===== config.mk =====
export PLATFORM = sky130hd
export DESIGN_NAME = mem_access
export DESIGN_NICKNAME = d
export VERILOG_FILES = /design/src/rtl/mem_access.sv
export SDC_FILE = /design/constraint.sdc
export NUM_CORES = 1
export LEC_CHECK = 0
export BUFFER_PORTS_ARGS = -buffer_cell sky130_fd_sc_hd__buf_2
export CAP_MARGIN = 40
export CORE_MARGIN = 5
export CORE_UTILIZATION = 47
export DETAILED_ROUTE_END_ITERATION = 10
export PLACE_DENSITY = 0.91
export SYNTH_ARGS = -nofsm -noshare
export SYNTH_HDL_FRONTEND = slang
export SYNTH_SLANG_ARGS = --single-unit

===== constraint.sdc =====
create_clock -name clk -period 4.3 [get_ports clk]
set_input_delay 0.86 -clock clk [delete_from_list [all_inputs] [get_ports clk]]
set_output_delay 0.86 -clock clk [all_outputs]
set_load 0.02 [all_outputs]

===== src/rtl/mem_access.sv =====
// mem_access -- memory-stage access controller.
//
// Consumes the EX/MEM register outputs. Instructions without a memory or IO
// request pass straight through to MEM/WB with no added latency. A request
// (R > W > in > out) is turned into a single req/ack transaction on the
// shared data bus. The pipeline is held through stallreq_mem while the
// transaction is in flight, then the write-back triple is presented for one
// cycle in DONE.
//
// Bus handshake: bus_req is registered and, once raised, stays high with
// bus_addr/bus_wdata/bus_we/bus_sel frozen until the cycle in which bus_ack
// is sampled high (the transfer completes on that edge, bus_rdata is taken
// in the same cycle) or until TIMEOUT request cycles pass without ack.
// bus_ack is ignored whenever the controller is not requesting.
//
// Ports:
//   clk, rst          clock, asynchronous active-high reset
//   mem_wd/wreg/wdata destination, write enable, ALU result / store data
//   mem_R/W/in/out    request flags
//   mem_addr          RAM byte address or IO port number
//   bus_*             shared data bus (req/we/sel/addr/wdata out, ack/rdata in)
//   stallreq_mem      pipeline stall request
//   wd_o/wreg_o/wdata_o  write-back triple to MEM/WB
//   bus_err           one-cycle pulse in DONE after a timed-out access
//   state_o           current FSM state (IDLE=0, REQ=1, DONE=2) for debug
module mem_access #(
  parameter int TIMEOUT = 16
) (
  input  logic        clk,
  input  logic        rst,
  input  logic [4:0]  mem_wd,
  input  logic        mem_wreg,
  input  logic [31:0] mem_wdata,
  input  logic        mem_W,
  input  logic        mem_R,
  input  logic        mem_in,
  input  logic        mem_out,
  input  logic [31:0] mem_addr,
  output logic        bus_req,
  output logic        bus_we,
  output logic        bus_sel,
  output logic [31:0] bus_addr,
  output logic [31:0] bus_wdata,
  input  logic        bus_ack,
  input  logic [31:0] bus_rdata,
  output logic        stallreq_mem,
  output logic [4:0]  wd_o,
  output logic        wreg_o,
  output logic [31:0] wdata_o,
  output logic        bus_err,
  output logic [1:0]  state_o
);

  localparam int CW = (TIMEOUT > 1) ? $clog2(TIMEOUT) : 1;
  localparam logic [CW-1:0] CNT_LAST = CW'(TIMEOUT - 1);

  typedef enum logic [1:0] {
    IDLE = 2'd0,
    REQ  = 2'd1,
    DONE = 2'd2
  } state_t;

  state_t state_q, state_d;

  logic          req_q, req_d;
  logic          we_q, we_d;
  logic          sel_q, sel_d;
  logic [31:0]   addr_q, addr_d;
  logic [31:0]   wdat_q, wdat_d;
  logic [31:0]   rdbuf_q, rdbuf_d;
  logic [CW-1:0] cnt_q, cnt_d;
  logic          err_q, err_d;

  logic acc;
  logic req_we;
  logic req_sel;
  logic ack_hit;
  logic to_hit;
  logic stall_raw;

  assign acc = mem_R | mem_W | mem_in | mem_out;

  // Priority decode R > W > in > out: only the winning flag sets we/sel.
  assign req_we  = ~mem_R & (mem_W | (~mem_in & mem_out));
  assign req_sel = ~mem_R & ~mem_W & (mem_in | mem_out);

  // Ack wins over a timeout landing in the same cycle.
  assign ack_hit = (state_q == REQ) & bus_ack;
  assign to_hit  = (state_q == REQ) & ~bus_ack & (cnt_q == CNT_LAST);

  // State register
  always_ff @(posedge clk or posedge rst) begin
    if (rst) begin
      state_q <= IDLE;
    end else begin
      state_q <= state_d;
    end
  end

  // Next-state logic
  always_comb begin
    state_d = state_q;
    case (state_q)
      IDLE:    if (acc) state_d = REQ;
      REQ:     if (ack_hit || to_hit) state_d = DONE;
      DONE:    state_d = IDLE;
      default: state_d = IDLE;
    endcase
  end

  // Datapath next values
  always_comb begin
    req_d   = req_q;
    we_d    = we_q;
    sel_d   = sel_q;
    addr_d  = addr_q;
    wdat_d  = wdat_q;
    rdbuf_d = rdbuf_q;
    cnt_d   = cnt_q;
    err_d   = err_q;
    case (state_q)
      IDLE: begin
        if (acc) begin
          req_d  = 1'b1;
          we_d   = req_we;
          sel_d  = req_sel;
          addr_d = mem_addr;
          wdat_d = mem_wdata;
          cnt_d  = '0;
          err_d  = 1'b0;
        end
      end
      REQ: begin
        if (ack_hit) begin
          rdbuf_d = bus_rdata;
          req_d   = 1'b0;
        end else if (to_hit) begin
          rdbuf_d = '0;
          err_d   = 1'b1;
          req_d   = 1'b0;
        end else begin
          cnt_d = cnt_q + CW'(1);
        end
      end
      DONE: begin
        err_d = 1'b0;
      end
      default: begin
        req_d = 1'b0;
      end
    endcase
  end

  // Datapath registers
  always_ff @(posedge clk or posedge rst) begin
    if (rst) begin
      req_q   <= 1'b0;
      we_q    <= 1'b0;
      sel_q   <= 1'b0;
      addr_q  <= '0;
      wdat_q  <= '0;
      rdbuf_q <= '0;
      cnt_q   <= '0;
      err_q   <= 1'b0;
    end else begin
      req_q   <= req_d;
      we_q    <= we_d;
      sel_q   <= sel_d;
      addr_q  <= addr_d;
      wdat_q  <= wdat_d;
      rdbuf_q <= rdbuf_d;
      cnt_q   <= cnt_d;
      err_q   <= err_d;
    end
  end

  // Output logic
  always_comb begin
    wd_o      = mem_wd;
    wreg_o    = mem_wreg;
    wdata_o   = mem_wdata;
    stall_raw = 1'b0;
    bus_err   = 1'b0;
    case (state_q)
      IDLE: begin
        if (acc) begin
          stall_raw = 1'b1;
          wreg_o    = 1'b0;
        end
      end
      REQ: begin
        stall_raw = 1'b1;
        wreg_o    = 1'b0;
      end
      DONE: begin
        // Reads (R/in) were latched with we=0 and return the captured data.
        if (!we_q) wdata_o = rdbuf_q;
        bus_err = err_q;
      end
      default: begin
        wreg_o = 1'b0;
      end
    endcase
  end

  // The stall is released the moment reset is applied, not one edge later.
  assign stallreq_mem = stall_raw & ~rst;

  assign bus_req   = req_q;
  assign bus_we    = we_q;
  assign bus_sel   = sel_q;
  assign bus_addr  = addr_q;
  assign bus_wdata = wdat_q;
  assign state_o   = state_q;

endmodule


Word level (Yosys, flattened, before mapping)
Cells that the tools add are included.

Register bits: 106. Input bits: 109. Word-level logic and storage cells: 73. Output and inout bits: 109.

Bitwise operators: 19. Muxes and demuxes: 24. Reductions and logical operators: 11. Add/sub/neg operators: 1. Equal/unequal tests: 9.

Operators with widths (count): $mux 32 (4); $mux 4 (3); $mux 1 (9); $and 1x1->1 (8); $ne 2x2->1 const B (4); $pmux 4 s2 (1); $reduce_and 4->1 (2); $not 1->1 (6); $pmux 1 s3 (2); $reduce_and 2->1 (3); $or 1x1->1 (5); $add 4x1->4 const B (1); $eq 4x4->1 const B (1); $mux 2 (2); $pmux 1 s2 (2); $pmux 2 s2 (1); $reduce_bool 2->1 (2); $ne 3x3->1 const B (1); $reduce_and 3->1 (1); $reduce_bool 3->1 (1); $eq 2x1->1 const B (1); $eq 2x2->1 const B (1); $logic_not 2->1 (1); $ne 2x1->1 const B (1); $logic_or 1x1->1 (1).

Logic depth before layout (Yosys ltp)
Word-level depth: 6. Mapped depth: 6. Depth with buffers taken out: 5.

Worst setup path after synthesis
OpenSTA, ideal clock, no wires.

Kind: flip-flop to output port. Start point: reg state_q[1] (netlist: state_o[1]). End point: out wdata_o[0]. Path slack: 1.842 ns. Data required time: 3.440 ns. Buffers on the path: 2. Arrival: 1.598 ns. Cell stages (with the launch flop): 5. Cells stage by stage: dfrtp_1 buf_2 nor3b_2 buf_2 mux2_2.

Cells in the longest elaborated chain, start to end: 2.

RTL lines: start, declared (RTL line 63) `state_t state_q, state_d;`; start signal, assigned (RTL line 96) `state_q <= state_d;`; $eq 2x2->1 (RTL line 184) `case (state_q)`; $mux 32 (RTL line 184); end, declared (RTL line 49) `output logic [31:0] wdata_o,`.

Every way passes these cells.

Final worst setup path
Start point: reg state_q[1] (netlist: state_o[1]). End point: out wdata_o[17].

The elaborated chain is that of the path after synthesis.

==> results_dict.tcl <==
set metrics [dict create \
    cts_buffer_depth 2 \
    vdd_ir_drop_max_v 0.000410 \
    period_needed_ns 3.03 \
    hold_violations 0 \
    cts.sinks 106 \
    antenna_found_initial 0 \
    max_slew_margin_pct 49.8 \
    skew_ns 0.00968 \
    area_growth_syn_to_layout_pct 27.7 \
    antenna_cells 0 \
    drive_gt1_share_pct 64.8 \
    critical_path.max_fanout 32 \
    syn_inst 308 \
    reg2reg_depth 4 \
    viasPerCell 5.18 \
    grt_max_degree 69 \
    fp-row-count 36 \
    drv_slew 0 \
    yosys.area_share.simple_pct 3.41 \
    worstMarginPinSlew_ns 0.752 \
    hp-class "input port to async pin" \
    crit_path_end_kind "output pin" \
    vias 3351 \
    worstSkewPairLatency_ns 0.36 \
    p_leak_nw 3.01 \
    port_buffers 207 \
    path_clk_slew_ns 0.10 \
    n_fill_cell 776 \
    setup_tns_ns 0 \
    dpl_cell_area_sq_mm 0.00573 \
    die_h_microns 109 \
    grt_setup_unrepaired "no" \
    synth_cell_types 36 \
    track_usage_pct 19.3 \
    cts_buffers 9 \
    grt_pass1_wl_microns 17700 \
    synth_top_area_share_pct 57.4 \
    fin_area_sq_mm 0.00590 \
    wirelength_microns 11700 \
    ctsResizeCount 0 \
    syn_avg_cell_area_sq_um 15.0 \
    floorplan.die_area_sq_mm 0.0119 \
    finalWeightedCongestion 0.790 \
    post_cts_buffers 0 \
    met2_length_microns 6140 \
    boundaryPins 218 \
    final_antenna_net_count 0 \
    met3WireLength_microns 719 \
    start_util_pct 47.7 \
    synth-xor-area-share_pct 0 \
    syn-cell-area_sq_mm 0.00462 \
    die-width_microns 109 \
    criticalPathCategory "flip-flop to output pin" \
    drc_errors 0 \
    reg2reg_slack_ns 1.86 \
    yosys_warnings 0 \
    crit_arrival_ns 2.17 \
    first_iter_violations 168 \
    synth_top_family_by_area "multiplexers" \
    p_per_area_mw_per_mm2 763 \
    r2r_end "bus_wdata[12]" \
    fp.coreArea_sq_mm 0.00968 \
    htreeDepth 3 \
    grt-ovfl-total 0 \
    multi_input_area_sq_mm 0.00177 \
    finalSetupViolCount 0 \
    yosysSeqAreaShare_pct 57.4 \
    critPathLaunchType "flip-flop" \
    place_hpwl_microns 8790 \
    status "finished clean" \
    firstDrtPassIters 6 \
    synth_largest_area_cell "dfrtp_1" \
    finish.net_count 619 \
    top_layer "met4" \
    maxCapViolations 0 \
    grt_pass1_vias 3494 \
    regArea_sq_mm 0.00265 \
    clock.fmax_mhz 330 \
    required_ns 3.44 \
    wire_per_inst_microns 18.1 \
    synth_area_leaders "dfrtp_1 57%, mux2_2 16%, mux2_4 9.4%" \
    synth_mux_area_share_pct 25.7 \
    cts_tree "yes" \
    synth_fa_ha_area_share_pct 0.271 \
    holdBufCountCts 0 \
    ys_ff_latch 106 \
    drt-met1-wl_microns 4650 \
    worstReg2RegStart "state_o[1]" \
    clockRootBuffer "clkbuf_8" \
    synth_compound_area_share_pct 8.66 \
    synth_nets 418 \
    fin_crit_sh_pct 70.5 \
]
-- critical path, cell delays in order, from the launching register on --
cell and delay, ns:
dfrtp_1 0.57, nor3b_4 0.24, buf_4 0.42, mux2_2 0.40, buf_2 0.16
-- synthesized netlist by cell type (all sizes together) --
master  number
o21ai        8
nor2         5
clkbuf       8
o22a         1
a311oi       1
o31ai        1
and2         1
and3         3
or2          2
o21a         1
mux2        96
ha           1
a22o        32
a21oi        3
nor4         1
nand3        3
nand3b       1
buf         16
o32ai        1
nor3b        3
o22ai        1
dfrtp      106
a211oi       1
or3b         1
inv          7
nor2b        3
o211a        1
-- cell usage in the layout, fill, tap and decap left out, types with 2 or more instances in the layout --
master,count
buf_4,6
buf_2,207
clkinv_2,2
nor3b_1,2
clkbuf_8,9
mux2_2,67
a21oi_1,3
nor2b_1,3
and3_1,3
inv_6,3
o21ai_0,7
nor2_1,4
dfrtp_1,106
inv_1,6
mux2_4,29
a22o_1,32
nand3_1,3
-- worst max path at each step --
stage	startpoint	endpoint	slack (ns)	depth (start not counted)
2_1_floorplan	rst	bus_addr[0]	0.65	1
3_3_place_gp	mem_W	bus_wdata[8]	1.31	5
3_5_place_dp	mem_W	bus_wdata[12]	1.24	5
4_1_cts	state_o[1]	wdata_o[24]	1.24	4
5_1_grt	state_o[1]	wdata_o[4]	1.15	4
6_report	state_o[1]	wdata_o[17]	1.27	4
-- flip-flops by register name, summed over array words and instances, names as in the netlist --
register and cells:
bus_we 1, err_q 1, bus_addr 32, bus_req 1, bus_sel 1, rdbuf_q 32, bus_wdata 32, cnt_q 4
state_o 2
-- through the flow --
step / setup slack [ns] / utilization [%] / hold slack [ns] / instances / total power (W)
2_1_floorplan: 0.651 / - / 0.460 / 308 / 0.00334
3_3_place_gp: 1.31 / 58.9 / 0.474 / 630 / 0.00387
3_5_place_dp: 1.24 / 59.1 / 0.477 / 631 / 0.00397
4_1_cts: 1.24 / 61.0 / 0.437 / 647 / 0.00454
5_1_grt: 1.15 / 61.0 / 0.451 / 647 / 0.00476
6_report: 1.27 / 61.0 / 0.443 / 647 / 0.00451
-- where the power goes --
group          total (W)  switching, W  internal, W
logic            0.00216       0.00116      0.00101
clock network   0.000564      0.000348     0.000216
registers        0.00178      0.000292      0.00148
total            0.00451       0.00180      0.00271
-- kinds of logic after synthesis --
family,Yosys count
multiplexers,96
adder cells (fa/ha/maj),1
AO/OA/AOI/OAI,51
flip-flops,106
buffers and inverters,31
AND/OR/NAND/NOR,23
-- routing by layer --
layer  vias up  GRT usage [%]
met2       131           33.8
li1       1523              -
met3        20           2.61
met1      1677           24.3
met4         0           7.30
met5         -              0
-- layout make-up --
cell class | count | area share [%]
inverters | 7 | 0.487
multi-input cells | 171 | 30.0
well taps | 133 | 2.82
repair buffers | 214 | 18.8
flip-flops and latches | 106 | 44.9
clock inverters | 7 | 0.890
clock buffers | 9 | 2.10
Note: power is estimated with default switching activity, not from simulation.
